==> config.mk <==
export PLATFORM = sky130hd
export DESIGN_NAME = arbitro_wrr
export DESIGN_NICKNAME = d
export VERILOG_FILES = /design/src/rtl/arbitro_wrr_pkg.sv /design/src/rtl/arbitro_wrr_rr_buscador.sv /design/src/rtl/arbitro_wrr.sv
export SDC_FILE = /design/constraint.sdc
export NUM_CORES = 1
export LEC_CHECK = 0
export ABC_AREA = 0
export CORE_MARGIN = 5
export CORE_UTILIZATION = 47
export CTS_CLUSTER_SIZE = 28
export DETAILED_ROUTE_END_ITERATION = 6
export GPL_ROUTABILITY_DRIVEN = 0
export GPL_TIMING_DRIVEN = 0
export PLACE_DENSITY = 0.79
export SKIP_LAST_GASP = 1
export SYNTH_ARGS = -nofsm -noshare
export SYNTH_HDL_FRONTEND = slang
export SYNTH_SLANG_ARGS = --single-unit
==> constraint.sdc <==
create_clock -name CLK -period 2.1 [get_ports CLK]
set_input_delay 0.21 -clock CLK [delete_from_list [all_inputs] [get_ports CLK]]
set_output_delay 0.21 -clock CLK [all_outputs]
set_load 0.02 [all_outputs]
==> src/rtl/arbitro_wrr_pkg.sv <==
// qos_pkg: shared types and constants for the arbitro_wrr weighted
// round-robin arbiter (class index, FSM states, default weights, one-hot helper).
package qos_pkg;

  localparam int NUM_CLASES = 4;

  // Default consecutive-transfer credits per class (highest share to class 0)
  localparam int W0_DEF = 4;
  localparam int W1_DEF = 3;
  localparam int W2_DEF = 2;
  localparam int W3_DEF = 1;

  typedef logic [1:0] clase_t;

  typedef enum logic {
    IDLE  = 1'b0,
    SERVE = 1'b1
  } estado_t;

  function automatic logic [NUM_CLASES-1:0] onehot(input clase_t idx);
    logic [NUM_CLASES-1:0] v;
    v      = '0;
    v[idx] = 1'b1;
    return v;
  endfunction

endpackage

==> src/rtl/arbitro_wrr_rr_buscador.sv <==
// rr_buscador: combinational rotating-priority search. Looks at start+1,
// start+2, start+3 and finally start itself, returning the first eligible class.
module rr_buscador
  import qos_pkg::*;
(
  input  logic [NUM_CLASES-1:0] elig_i,
  input  clase_t                start_i,
  output logic                  found_o,
  output clase_t                idx_o
);

  // Walk offsets from farthest to nearest so the nearest eligible class wins
  always_comb begin
    clase_t cand;
    found_o = 1'b0;
    idx_o   = start_i;
    cand    = start_i;
    for (int k = NUM_CLASES; k >= 1; k--) begin
      cand = start_i + clase_t'(k);
      if (elig_i[cand]) begin
        found_o = 1'b1;
        idx_o   = cand;
      end
    end
  end

endmodule

==> src/rtl/arbitro_wrr.sv <==
// arbitro_wrr: weighted round-robin arbiter feeding the class-FIFO to
// main-FIFO connector. Drives a registered one-hot GRAND and POPDATOCF strobe.
// Optional feature macro: QOS_STRICT_PRIO_EN (class 0 becomes strict priority).
module arbitro_wrr
  import qos_pkg::*;
#(
  parameter int W0         = W0_DEF,
  parameter int W1         = W1_DEF,
  parameter int W2         = W2_DEF,
  parameter int W3         = W3_DEF,
  parameter int CRED_WIDTH = 4
) (
  input  logic                  CLK,
  input  logic                  RESET_L,
  input  logic [NUM_CLASES-1:0] FIFO_EMPTY,
  input  logic [NUM_CLASES-1:0] FIFO_ALMOST_EMPTY,
  input  logic                  FIFOP_ALMOST_FULL,
  output logic [NUM_CLASES-1:0] GRAND,
  output logic                  POPDATOCF
);

  // A zero weight still deserves one transfer per round; the grant cycle
  // itself consumes one transfer, so the counter loads weight-1.
  localparam logic [CRED_WIDTH-1:0] CARGA0 = CRED_WIDTH'(((W0 == 0) ? 1 : W0) - 1);
  localparam logic [CRED_WIDTH-1:0] CARGA1 = CRED_WIDTH'(((W1 == 0) ? 1 : W1) - 1);
  localparam logic [CRED_WIDTH-1:0] CARGA2 = CRED_WIDTH'(((W2 == 0) ? 1 : W2) - 1);
  localparam logic [CRED_WIDTH-1:0] CARGA3 = CRED_WIDTH'(((W3 == 0) ? 1 : W3) - 1);

  function automatic logic [CRED_WIDTH-1:0] cargaDe(input clase_t c);
    case (c)
      2'd0:    return CARGA0;
      2'd1:    return CARGA1;
      2'd2:    return CARGA2;
      default: return CARGA3;
    endcase
  endfunction

  estado_t                estado_q, estado_d;
  clase_t                 cur_q, cur_d;
  logic [CRED_WIDTH-1:0]  credit_q, credit_d;
  logic [NUM_CLASES-1:0]  grand_q, grand_d;
  logic                   pop_q, pop_d;

  logic [NUM_CLASES-1:0]  elig;
  clase_t                 searchStart;
  logic                   found;
  clase_t                 foundIdx;

  // A FIFO popped this cycle while holding its last word still shows
  // non-empty flags, so it must not be popped again until they update.
  assign elig = ~FIFO_EMPTY & ~({NUM_CLASES{pop_q}} & grand_q & FIFO_ALMOST_EMPTY);

`ifdef QOS_STRICT_PRIO_EN
  clase_t resume_q, resume_d;
  // While class 0 holds the pointer, round-robin continues from the class it preempted
  assign searchStart = (cur_q == 2'd0) ? resume_q : cur_q;
`else
  assign searchStart = cur_q;
`endif

  rr_buscador u_buscador (
    .elig_i  (elig),
    .start_i (searchStart),
    .found_o (found),
    .idx_o   (foundIdx)
  );

  // Next-state decision: stall, continue current credit, or move to the next eligible class
  always_comb begin
    estado_d = estado_q;
    cur_d    = cur_q;
    credit_d = credit_q;
    grand_d  = grand_q;
    pop_d    = 1'b0;
`ifdef QOS_STRICT_PRIO_EN
    resume_d = resume_q;
`endif
    if (FIFOP_ALMOST_FULL) begin
      pop_d = 1'b0;
    end
`ifdef QOS_STRICT_PRIO_EN
    else if (elig[0] && !(estado_q == SERVE && cur_q == 2'd0 && credit_q != '0)) begin
      cur_d    = 2'd0;
      grand_d  = onehot(2'd0);
      pop_d    = 1'b1;
      credit_d = cargaDe(2'd0);
      estado_d = SERVE;
      if (cur_q != 2'd0) begin
        resume_d = cur_q;
      end
    end
`endif
    else if (estado_q == SERVE && elig[cur_q] && credit_q != '0) begin
      pop_d    = 1'b1;
      credit_d = credit_q - CRED_WIDTH'(1);
    end else if (found) begin
      cur_d    = foundIdx;
      grand_d  = onehot(foundIdx);
      pop_d    = 1'b1;
      credit_d = cargaDe(foundIdx);
      estado_d = SERVE;
    end else begin
      pop_d    = 1'b0;
      credit_d = '0;
      estado_d = IDLE;
    end
  end

  // Arbiter state and registered outputs; reset clears everything immediately
  always_ff @(posedge CLK or negedge RESET_L) begin
    if (!RESET_L) begin
      estado_q <= IDLE;
      cur_q    <= 2'd3;
      credit_q <= '0;
      grand_q  <= '0;
      pop_q    <= 1'b0;
`ifdef QOS_STRICT_PRIO_EN
      resume_q <= 2'd3;
`endif
    end else begin
      estado_q <= estado_d;
      cur_q    <= cur_d;
      credit_q <= credit_d;
      grand_q  <= grand_d;
      pop_q    <= pop_d;
`ifdef QOS_STRICT_PRIO_EN
      resume_q <= resume_d;
`endif
    end
  end

  assign GRAND     = grand_q;
  assign POPDATOCF = pop_q;

endmodule

After elaboration in Yosys (flattened, before gate mapping)
Index checks and enable logic that the tools add are counted.
Cells by class
  multiplexer cells: 23
  $lt $le $gt $ge: 6
  reduce and logical (&&, ||, !) cells: 7
  $add $sub $neg: 4
  equal/unequal tests: 2
  bitwise operators: 7
Operators by type and width (number)
  $lt A2 B3 Y1 const B: 5
  $and A4 B4 Y4: 3
  $mux W1: 12
  $bmux W1 S2: 4
  $mux W4: 2
  $not A4 Y4: 2
  $mux W2: 3
  $pmux W2 S3: 1
  $add A2 B2 Y2 const B: 2
  $reduce_bool A4 Y1: 1
  $sub A4 B1 Y4 const B: 1
  $logic_and A1 B1 Y1: 3
  $reduce_and A3 Y1: 1
  $add A2 B1 Y2 const B: 1
  $demux W1 S2: 1
  $eq A2 B1 Y1 const B: 1
  $eq A2 B2 Y1 const B: 1
  $ge A2 B1 Y1 const B: 1
  $logic_not A2 Y1: 1
  $not A1 Y1: 2
  $reduce_and A2 Y1: 1
Storage, ports and cells
  input bits: 11
  flip-flop bits (word level): 12

Logic depth before layout (Yosys ltp)
Gate-level depths: netlist of run 1.
  depth after elaboration: 13
  gate-level depth with buffers: 8
  depth with buffers taken out: 7

Modules after synthesis
Synthesis of run 1 repeated with hierarchy kept, for this count alone.
Unflattened totals
  cells, all modules: 85
  area total of the unflattened synthesis: 803.3 µm²
Modules (own cells, without submodules)
  arbitro_wrr: area an instance 720.7 µm², cells each 71, times used 1
  rr_buscador: area an instance 82.6 µm², cells each 14, times used 1

Least setup slack after synthesis of run 1
Ideal clock, no wire load.
  path type: flip-flop to flip-flop
  start: register credit_q[0]
  end: register credit_q[0]
  arrival time: 1.724 ns
  period minus slack after synthesis: 1.804 ns
  slack: 0.296 ns
  setup time: 0.079 ns
  stages on the path, launching flop included: 8
  buffers on the path: 0
  cells stage by stage: dfrtp_1 -> inv_1 -> ha_1 -> or3b_2 -> nand3b_1 -> o221ai_1 -> nor4_1 -> a2bb2oi_1
Between the ends
  cells in the longest elaborated chain, start to end: 3
  elaborated cells between the ends (all ways): 4
  those cells by class: add/sub (1); mux (1); reduce/logical (2)
RTL lines
  from (decl): line arbitro_wrr.sv:40  | logic [CRED_WIDTH-1:0] credit_q, credit_d;
  from (signal assigned): line arbitro_wrr.sv:123  | credit_q <= credit_d;
  parallel branches: the longest is 2 deep, another holds $sub A4 B1 Y4
  $mux W4 *: line arbitro_wrr.sv:93  | else if (estado_q == SERVE && elig[cur_q] && credit_q != '0) begin
Every way passes the cells marked *.
A chain may end at the register's enable or synchronous reset.

Worst setup path in the final report of run 1
Same ends and word-level chain as after synthesis.

==> run metrics, run 1 <==
Layout Area Growth over Synthesis 31.9%; Final Hold Vio Count 0; Arrival @ worst endpoint 2200 ps; Synth area leaders dfrtp_1 35%, dfstp_2 7.4%, a31oi_1 4.4%, nand2_1 4.2%, o31ai_1 4.2%; RSZ-0062 raised after global routing true; die height 48.8 um; design area 932 um^2; clock skew after layout 0.553 ps; total power per unit cell area 1320 mW/mm^2; First-pass DRT Iterations 4; worst-path fanout max 3; fraction of layout cells with a size suffix above 1 0.187; cts bufs inserted 3; Finished Core Util 0.634; post-synthesis register bit count 12; Core ar. 0.00147 mm^2; Final Max Tran Viols 0; total wire length 1620 um; Tmin final 2000 ps; FILL cells 128; area of the multi-input gates 389 um^2; area of the mapped netlist 707 um^2; I/O Buffers 15; FF/Latch Area 303 um^2; routed length per instance 15.1 um; hold crit path type primary input to async pin; initial antenna violation count 0; Ant. Diodes 0; All-Layer GR Usage 0.154; launching element type of the critical path flip-flop; most frequent cells in the layout 15 x clkdlybuf4s50_1, 10 x dfrtp_1, 8 x nand2_1; CTS tree built; Synth warnings 0; Post-Syn Nets 85; Initial DRC Count 4; Worst VDD drop 695 uV; Root Buffer clkbuf_4; Die Area 0.00238 mm^2; Vias 606; area share of the largest cell type after synthesis 0.354; Mapped Cells 72; DR vias/cell 5.66; Max Clock Freq 499 MHz; remaining routing DRC violations 0; post-synth top area cell dfrtp_1; Syn Area/Cell 9.82 um^2; HPWL Detailed 1290 um; Slew headroom 0.638; Die W 48.8 um; boundary pin count 16; Main synth FF type dfrtp_1; Tcrit/Tclk final 0.953; hold buffers post-CTS 0; first-pass GRT wire length 2930 um; worst skew pair latency 280 ps; # clock sinks 12; H-tree depth 1; CP Capture Type flip-flop; vias in the first global route 617; Post-CTS Setup Inserts 0; Clock Path Buffers 2; # nets final 105; reg2reg start credit_q[0]; row count 14; final setup violating endpoints 0; Cell Area, Placed 877 um^2; P_leak 0.000389 uW; post-route ant nets 0; Slew @ Worst Pin 541 ps; status finished, final reports clean; EDFF count, synth 0; Critical path origin credit_q[0]; max cap viols 0; critical path type flip-flop to flip-flop; sequential element share of the synthesized area 0.428; gr ovfl total 0; commonest non-fill, non-tap cell in the layout clkdlybuf4s50_1; reg2reg path depth 7; async set or reset register ratio after synthesis 1.00; largest net degree at the start of global routing 13; synth unique cells 33; WP data required 2300 ps; placed insts 103; starting density of the core 0.480; clk slew on worst S/H paths 80 ps; final non-filler cell total 107
where the power goes:
part / total, uW / internal (uW) / switching [uW] / leakage, uW
logic: 632 / 301 / 331 / 0.000223
registers: 403 / 330 / 73.8 / 0.000145
clock network: 191 / 106 / 85.6 / 0.0000210
total: 1230 / 736 / 490 / 0.000389
state kept, by name (all words and copies together), names as in the netlist:
register,flops
GRAND,4
credit_q,4
cur_q,2
POPDATOCF,1
estado_q,1
layout make-up:
| cell class | instances | share of cell area |
|---|---|---|
| plain buffers | 2 | 0.0201 |
| multi-input cells | 54 | 0.417 |
| clock buffers | 4 | 0.0389 |
| repair buffers | 15 | 0.161 |
| well taps | 16 | 0.0215 |
| flip-flops and latches | 12 | 0.325 |
| inverters | 4 | 0.0161 |
final timing paths:
check	end	slack (ps)
setup / recovery	credit_q[0]	100
hold / removal	GRAND[1]	280
setup reg to reg	credit_q[0]	100
hold reg to reg	cur_q[0]	520
max in group asynchronous	cur_q[1]	1460
min in group CLK	cur_q[0]	520
worst max-delay path, cell delays in order (launching register included):
cell and delay, ps:
dfrtp_1 400, inv_1 100, ha_1 150, or3b_2 450, nand3b_1 180, o221ai_2 130, nor4_1 330, a2bb2oi_1 200
cells in the mapped netlist, types with 2 or more instances:
library cell and instances:
nand2_1 8, mux2_2 2, o21ai_0 4, a21o_1 2
a31oi_1 5, mux2i_1 2, nand3b_1 2, o31ai_1 4
or3_1 2, o221ai_1 2, dfrtp_1 10, a21oi_1 2
nor3_1 2, dfstp_2 2, inv_1 4, ha_1 2
kinds of logic (layout without fill, tap and decap cells):
family	after synthesis	in the layout	synth area share
AOI/OAI and AO/OA	24	24	0.239
adders and majority gates	2	2	0.0354
buffers and inverters	6	25	0.0442
DFF	12	12	0.428
muxes	4	4	0.0602
and+or+nand+nor	24	24	0.193
timing repair:
item | in CTS | in global routing
endpoints found under the setup margin | 0 | 5
resized for setup | 0 | 5
endpoints found under the hold margin | 0 | 0
per-stage QoR:
| step | setup WS, ps | setup TNS, ps | total power [uW] | hold WS, ps |
|---|---|---|---|---|
| 6_report | 97.9 | 0 | 1230 | 278 |
| 5_1_grt | -23.8 | -23.8 | 1330 | 327 |
| 4_1_cts | 65.2 | 0 | 1200 | 299 |
| 3_5_place_dp | 33.2 | 0 | 1010 | 515 |
| 3_3_place_gp | 80.2 | 0 | 987 | 507 |
| 2_1_floorplan | 296 | 0 | 828 | -85.6 |
per-layer routing:
metal	vias up	GRT usage	part of all wire	wire, um
met1	268	0.211	0.46	744
met4	0	0.0673	0.022	35
li1	320	-	-	-
met5	-	0	0	0
met3	6	0.0245	0.044	71
met2	12	0.237	0.47	766
No activity file was read; power rests on OpenSTA's default activity.
==> run 2, diff against run 1 <==
CELL_PAD_IN_SITES_DETAIL_PLACEMENT = 0   (was unset)
CELL_PAD_IN_SITES_GLOBAL_PLACEMENT = 1   (was unset)
CORE_UTILIZATION = 36   (was 47)
PLACE_DENSITY = 0.8   (was 0.79)
==> run 2 against run 1 <==
  * Power is 2.3% lower
  * Clock-buffer cell count stayed put
  * Via count is 4.6% higher
  * Design area is 0.13% higher
  * Worst hold slack better by 9.2 ps
  * Core utilization is 15 points lower
  * Cell count is 10% higher
  * Combinational power is 2% lower
  * Critical endpoint is now GRAND[3]
==> run metrics, run 2 (synthesized netlist as in run 1, its figures left out) <==
RSZ-0062 raised after global routing false; DR vias/cell 5.37; row count 16; remaining routing DRC violations 0; starting density of the core 0.368; critical path type flip-flop to flip-flop; commonest non-fill, non-tap cell in the layout clkdlybuf4s50_1; die height 54.3 um; worst-path fanout max 10; CP Cell Sequence inv_1, ha_1, or3b_2, nand3b_1, o221ai_1, buf_2, o31ai_1; Vias 634; status finished, final reports clean; most frequent cells in the layout 15 x clkdlybuf4s50_1, 10 x dfrtp_1, 8 x nand2_1; worst stage delay on the critical path 460 ps; Final Max Tran Viols 0; first-pass GRT wire length 2520 um; All-Layer GR Usage 0.118; HPWL Detailed 1220 um; Root Buffer clkbuf_4; reg2reg start credit_q[0]; routed length per instance 13.1 um; Slew headroom 0.647; Slew @ Worst Pin 528 ps; total wire length 1550 um; # nets final 105; Tcrit/Tclk final 0.910; Arrival @ worst endpoint 2090 ps; sequential fraction of design power 0.335; clock skew after layout 2.58 ps; Post-CTS Setup Inserts 0; Max Clock Freq 523 MHz; clk slew on worst S/H paths 70 ps; Final Hold Vio Count 0; reg2reg path depth 7; First-pass DRT Iterations 4; hold crit path type primary input to async pin; final setup TNS 0 ps; Tmin final 1910 ps; largest net degree at the start of global routing 13; max cap viols 0; top sig layer met4; dpl ws 48.5 ps; DR WL met3 46 um; Met2 Wirelength 727 um; r2r setup slk 190 ps; M1 WL 756 um; final worst slack 188 ps; Net Sw Power 474 uW; P_leak 0.000389 uW; crit path to GRAND[3]; # clock sinks 12; Die Area 0.00295 mm^2; clock network power share 0.149; I/O Buffers 15; gr ovfl total 0; Critical path origin credit_q[0]; H-tree depth 1; worst skew pair latency 260 ps; Ant. Diodes 0; crit path max-delay cell type or3b_2; vias in the first global route 539; fraction of layout cells with a size suffix above 1 0.165; CP Capture Type flip-flop; Layout Area Growth over Synthesis 32.0%; Initial DRC Count 8; Die W 54.3 um; Comb pwr share 0.516; Worst VDD drop 704 uV; initial antenna violation count 0; final setup violating endpoints 0; Core ar. 0.00192 mm^2; cts bufs inserted 3; Clock Path Buffers 2; CTS tree built; post-route ant nets 0; boundary pin count 16; launching element type of the critical path flip-flop; Worst R2R End GRAND[3]; WP data required 2280 ps; switch share 0.396; total power per unit cell area 1280 mW/mm^2; internal power 724 uW
## run 2: cell type report
| cell class | instances | area [um^2] |
|---|---|---|
| fill | 184 | 988 |
| multi-input combinational | 54 | 379 |
| sequential | 12 | 303 |
| timing repair buffer | 15 | 150 |
| clock buffer | 4 | 36.3 |
| tap | 27 | 33.8 |
| buffer | 2 | 16.3 |
| inverter | 4 | 15.0 |
## run 2: how the worst min path moves through the flow
stage,slack (ps),startpoint,to
2_1_floorplan,-90,RESET_L,GRAND[0]
3_3_place_gp,500,GRAND[2],GRAND[2]
3_5_place_dp,500,GRAND[2],GRAND[2]
4_1_cts,300,RESET_L,credit_q[1]
5_1_grt,350,RESET_L,GRAND[3]
6_report,290,RESET_L,GRAND[3]
## run 2: power by group through the flow
| stage | logic (uW) | clock network [uW] | registers, uW |
|---|---|---|---|
| 3_5_place_dp | 607 | 0 | 406 |
| 4_1_cts | 609 | 182 | 401 |
| 5_1_grt | 677 | 194 | 419 |
| 3_3_place_gp | 594 | 0 | 403 |
| 6_report | 618 | 179 | 402 |
| 2_1_floorplan | 408 | 0 | 420 |
## run 2: routing by layer
metal | GRT usage | vias up
li1 | - | 317
met1 | 0.167 | 306
met2 | 0.185 | 9
met3 | 0.0163 | 2
met4 | 0.0373 | 0
met5 | 0 | -
## run 2: worst max-delay path: cells and delay by family, from the launching register on
| family | cells | cell delay, ps |
|---|---|---|
| adders and majority gates | 1 | 140 |
| AOI/OAI and AO/OA | 2 | 370 |
| DFF | 1 | 380 |
| and+or+nand+nor | 2 | 600 |
| buffers and inverters | 2 | 330 |
## run 2: metrics by stage
stage                     hold WS, ps  instance area [um^2]  cells   util  total power, uW
after floorplan                 -85.6                   707     72      -              828
after CTS                         302                   927    118  0.482             1190
final                             287                   933    118  0.486             1200
after detailed placement          503                   891    114  0.464             1010
after global routing              346                   933    118  0.486             1290
after global placement            501                   891    114  0.464              997
## run 2: what timing repair did
| action | CTS | global route |
|---|---|---|
| hold buffers | 0 | 0 |
| hold endpoints to repair | 0 | 0 |
| resized for setup | 0 | 1 |
| endpoints found under the setup margin | 0 | 1 |
==> run 3, diff against run 2 <==
--- a/config.mk
+++ b/config.mk
@@ -7,4 +7,5 @@
 export LEC_CHECK = 0
 export ABC_AREA = 0
+export CAP_MARGIN = 20
 export CELL_PAD_IN_SITES_DETAIL_PLACEMENT = 0
 export CELL_PAD_IN_SITES_GLOBAL_PLACEMENT = 1
==> constraint.sdc (replaced) <==
create_clock -name CLK -period 2.1 [get_ports CLK]
set_input_delay 0.21 -clock CLK [delete_from_list [all_inputs] [get_ports CLK]]
set_output_delay 0.21 -clock CLK [all_outputs]
set_load 0.01 [all_outputs]
==> results of run 3 <==
The final DEF is identical to that of run 2. Status: finished, final reports clean.
Main changes from that run: total power 1200 uW -> 1180 uW
